--- config.mk ---
export PLATFORM = sky130hd
export DESIGN_NAME = vga_sync_gen
export DESIGN_NICKNAME = d
export VERILOG_FILES = /design/src/rtl/vga_sync_gen.sv
export SDC_FILE = /design/constraint.sdc
export NUM_CORES = 1
export LEC_CHECK = 0
export ABC_AREA = 0
export CORE_MARGIN = 5
export CORE_UTILIZATION = 35
export CTS_CLUSTER_DIAMETER = 150
export DETAILED_ROUTE_END_ITERATION = 8
export PLACE_DENSITY = 0.54
export SLEW_MARGIN = 25
export SYNTH_ARGS = -nofsm -noshare
export SYNTH_HDL_FRONTEND = slang
export SYNTH_SLANG_ARGS = --single-unit
--- constraint.sdc ---
create_clock -name Clk -period 3.6 [get_ports Clk]
set_input_delay 0.9 -clock Clk [delete_from_list [all_inputs] [get_ports Clk]]
set_output_delay 0.9 -clock Clk [all_outputs]
set_load 0.005 [all_outputs]
--- src/rtl/vga_sync_gen.sv ---
// vga_sync_gen: 640x480 @ 60 Hz VGA timing generator (parameterisable).
//
// Ports:
//   Clk          system clock, all logic on the rising edge
//   reset        synchronous, active-high reset
//   Posx [9:0]   horizontal counter, 0..H_TOTAL-1 (porches included)
//   Posy [9:0]   vertical counter, 0..V_TOTAL-1 (porches included)
//   hsync        horizontal sync, active level SYNC_POL
//   vsync        vertical sync, active level SYNC_POL
//   video_on     high while Posx < H_DISPLAY and Posy < V_DISPLAY
//   pixel_tick   one-Clk pulse per pixel period
//   frame_start  one-Clk pulse in the cycle the counters show (0,0) after a wrap
//
// Every output is a register. The flags are decoded from the next-state
// counter values, so they always line up with Posx/Posy in the same cycle.
module vga_sync_gen #(
  parameter int DIV       = 4,
  parameter int H_DISPLAY = 640,
  parameter int H_FRONT   = 16,
  parameter int H_SYNC    = 96,
  parameter int H_BACK    = 48,
  parameter int V_DISPLAY = 480,
  parameter int V_FRONT   = 10,
  parameter int V_SYNC    = 2,
  parameter int V_BACK    = 33,
  parameter int SYNC_POL  = 0
) (
  input  logic       Clk,
  input  logic       reset,
  output logic [9:0] Posx,
  output logic [9:0] Posy,
  output logic       hsync,
  output logic       vsync,
  output logic       video_on,
  output logic       pixel_tick,
  output logic       frame_start
);

  localparam int H_TOTAL = H_DISPLAY + H_FRONT + H_SYNC + H_BACK;
  localparam int V_TOTAL = V_DISPLAY + V_FRONT + V_SYNC + V_BACK;

  localparam logic [3:0] DIV_LAST = 4'(DIV - 1);
  localparam logic [9:0] H_LAST   = 10'(H_TOTAL - 1);
  localparam logic [9:0] V_LAST   = 10'(V_TOTAL - 1);
  localparam logic [9:0] H_VIS    = 10'(H_DISPLAY);
  localparam logic [9:0] V_VIS    = 10'(V_DISPLAY);
  localparam logic [9:0] HS_FIRST = 10'(H_DISPLAY + H_FRONT);
  localparam logic [9:0] HS_LAST  = 10'(H_DISPLAY + H_FRONT + H_SYNC - 1);
  localparam logic [9:0] VS_FIRST = 10'(V_DISPLAY + V_FRONT);
  localparam logic [9:0] VS_LAST  = 10'(V_DISPLAY + V_FRONT + V_SYNC - 1);
  localparam logic       SYNC_ACT = 1'(SYNC_POL);

  logic [3:0] presc;
  logic [3:0] presc_nxt;
  logic [9:0] x_nxt;
  logic [9:0] y_nxt;
  logic       frame_end;

  always_comb begin
    presc_nxt = (presc == DIV_LAST) ? 4'd0 : presc + 4'd1;
    x_nxt     = Posx;
    y_nxt     = Posy;
    // pixel_tick is the registered copy, so counters step on the edge that
    // closes the tick cycle.
    frame_end = pixel_tick && (Posx == H_LAST) && (Posy == V_LAST);
    if (pixel_tick) begin
      if (Posx == H_LAST) begin
        x_nxt = 10'd0;
        y_nxt = (Posy == V_LAST) ? 10'd0 : Posy + 10'd1;
      end else begin
        x_nxt = Posx + 10'd1;
      end
    end
  end

  always_ff @(posedge Clk) begin
    if (reset) begin
      presc       <= 4'd0;
      pixel_tick  <= 1'b0;
      Posx        <= 10'd0;
      Posy        <= 10'd0;
      hsync       <= ~SYNC_ACT;
      vsync       <= ~SYNC_ACT;
      video_on    <= 1'b0;
      frame_start <= 1'b0;
    end else begin
      presc       <= presc_nxt;
      pixel_tick  <= (presc_nxt == DIV_LAST);
      Posx        <= x_nxt;
      Posy        <= y_nxt;
      hsync       <= (x_nxt >= HS_FIRST && x_nxt <= HS_LAST) ? SYNC_ACT : ~SYNC_ACT;
      vsync       <= (y_nxt >= VS_FIRST && y_nxt <= VS_LAST) ? SYNC_ACT : ~SYNC_ACT;
      video_on    <= (x_nxt < H_VIS) && (y_nxt < V_VIS);
      frame_start <= frame_end;
    end
  end

endmodule

==> metrics <==
met2 routed WL between 1.5 and 2 mm; Via Count 1264; most numerous cell in the Yosys netlist dfxtp_1; uppermost layer routed met4; Area Overhead vs Synth 28.6%; DIE AREA 5670 sq um; M1 WL about 1.6 mm; ys async rst share 0; Die H between 70 and 80 um; static leakage between 0.0006 and 0.0007 uW; Clock Tree Buf Depth 2; Final Util 0.474; # hold bufs at CTS 0; post-cts sizing count 0; initial antenna violation count 0; CP required 3.73 ns; Worst-path clk slew about 0.06 ns; Post-Syn Nets between 150 and 200; Placed Instances ~240; Final HPWL DP roughly 2.6 mm; floorplan core area 4060 sq um; critical path arrival approximately 2.6 ns; Synth Flop Type dfxtp_1; Vias/cell slightly above 5; Ys Warns 0; Setup Crit Path Kind register to register; first-pass GRT wire length 5.81 mm; Remaining DRCs 0; max cap viols 0; I/O pin count 27; initial DRC count 96; Initial Utilization 0.368; synthesized area 1490 sq um; Final nets 202; DRT Pass-1 Iters 4; Max-slew headroom 0.651; Synth Area per Inst just over 9 sq um; Gate Count Post-Synth ~170; Max IR drop VDD between 0.0002 and 0.0003 V; H-Tree Depth 2; total power between 700 and 800 uW; post-synthesis sequential area ratio 0.389; wire length per cell around 14 um; clock latency on the worst-skew pair between 0.2 and 0.3 ns; PortBufs 26; setup TNS 0 ns; top cells by area, synth dfxtp_1 39%, xor2_1 5.3%, nor2_1 4.5%; Critical Path Source Type register; FF+latch count, synth 29; gpl congestion 0.818; status finished, final reports clean; post-CTS setup buffers 0; share of layout cells above drive strength 1 0.112; ANT nets after route 0; Worst-Margin Slew between 0.5 and 0.6 ns; final critical-path share of the clock period 0.672; FMAX just over 400 MHz; TritonCTS clock tree built; cts bufs inserted 5; Final setup viols 0; most frequent cells after synthesis 29 x dfxtp_1, 18 x nor2_1, 15 x nand2_1, 9 x xor2_1, 8 x a21oi_1; Fin Clk Skew 0.00953 ns; largest net degree at the start of global routing 14; RSZ-0062 raised after global routing no; crit-path max FO 13; number of enable flip-flop cells after synthesis 0; Worst Setup End Kind register; FP Rows 23; WL met3 about 130 um; grt total ovfl 0; class of the worst hold path register to register; clk root buf clkbuf_8; die width about 75 um; clk sinks 29; largest area contributor in the netlist dfxtp_1; GRT Overall Usage 0.134; Slew Limit Fails 0; power per cell area ~360 nW/um^2; min Tclk post-route between 2 and 2.5 ns; final hold viol count 0; DRT Wirelength between 3 and 4 mm; Ant. Diodes 0; fin cells 246; share of the synthesized area in the top cell type 0.389; vias in the first global route about 1200; Synth cell types 42
-- metrics by stage --
step           hold WS [ns]  worst slack, ns  instance area (sq um)
2_1_floorplan         0.465             1.56                   1490
3_3_place_gp          0.488             1.19                   1810
3_5_place_dp          0.500             1.16                   1810
4_1_cts               0.510             1.16                   1920
5_1_grt               0.536            0.991                   1920
6_report              0.504             1.18                   1920
-- worst paths after layout --
check	end	cells after the start	slack, ns	start
max	vsync	8	1.18	Posx[0]
min	presc[2]	2	0.50	presc[2]
max reg2reg	vsync	8	1.18	Posx[0]
min reg2reg	presc[2]	2	0.50	presc[2]
-- layout make-up --
class	instances	area, sq um
flip-flops and latches	29	581
repair buffers	29	283
multi-input cells	126	865
clock inverters	1	30.0
inverters	4	15.0
well taps	50	62.6
clock buffers	7	86.3
fillers	404	2140
-- worst max-delay path: stages, from the launching register on --
cell and delay, ns:
dfxtp_1 0.42, ha_1 0.28, nand2_1 0.19, nor4_4 0.30, buf_4 0.23, and3_1 0.22
xnor2_1 0.12, nor4_4 0.37, o2111ai_1 0.15
-- report_power, final --
part           switching, uW  leakage (uW)  internal, uW
Clock                    122     0.0000585           225
Combinational           9.78      0.000353          10.9
Sequential              6.64      0.000235           326
Total                    139      0.000646           562
-- cells by family after synthesis --
logic type	Yosys count	share of synthesized area
AO/OA/AOI/OAI	21	0.0896
buffers and inverters	10	0.0327
XOR/XNOR	15	0.0879
flip-flops	29	0.389
adder cells (fa/ha/maj)	5	0.0419
AND/OR/NAND/NOR	85	0.359
-- registers in the layout, summed over array words and instances (netlist names) --
name	flops
Posx	10
Posy	10
presc	4
frame_start	1
hsync	1
pixel_tick	1
video_on	1
vsync	1
-- cells in the final DEF (no fill, tap or decap), types with 2 or more instances in the layout --
| cell | instances |
|---|---|
| dfxtp_1 | 29 |
| clkdlybuf4s50_1 | 26 |
| nor2_1 | 18 |
| nand2_1 | 15 |
| xor2_1 | 9 |
| a21oi_1 | 8 |
| nand3_1 | 7 |
| nor3_1 | 7 |
| xnor2_1 | 6 |
| clkbuf_8 | 6 |
| and3_1 | 5 |
| ha_1 | 5 |
| inv_1 | 4 |
| nand2b_1 | 4 |
| nand4_1 | 4 |
| nor4_4 | 3 |
| o21ai_0 | 3 |
| nand3b_1 | 3 |
| buf_4 | 3 |
| or4_1 | 2 |
| nor3b_1 | 2 |
| o32ai_1 | 2 |
| a211oi_1 | 2 |
| or2_2 | 2 |
| nor3_2 | 2 |
| o2111ai_1 | 2 |
-- metal layers --
metal | global-route usage | vias up
met1 | 0.181 | 599
li1 | - | 643
met2 | 0.205 | 17
met3 | 0.0356 | 5
met4 | 0.0524 | 0
met5 | 0 | -
Note: power is estimated with default switching activity, not from simulation.
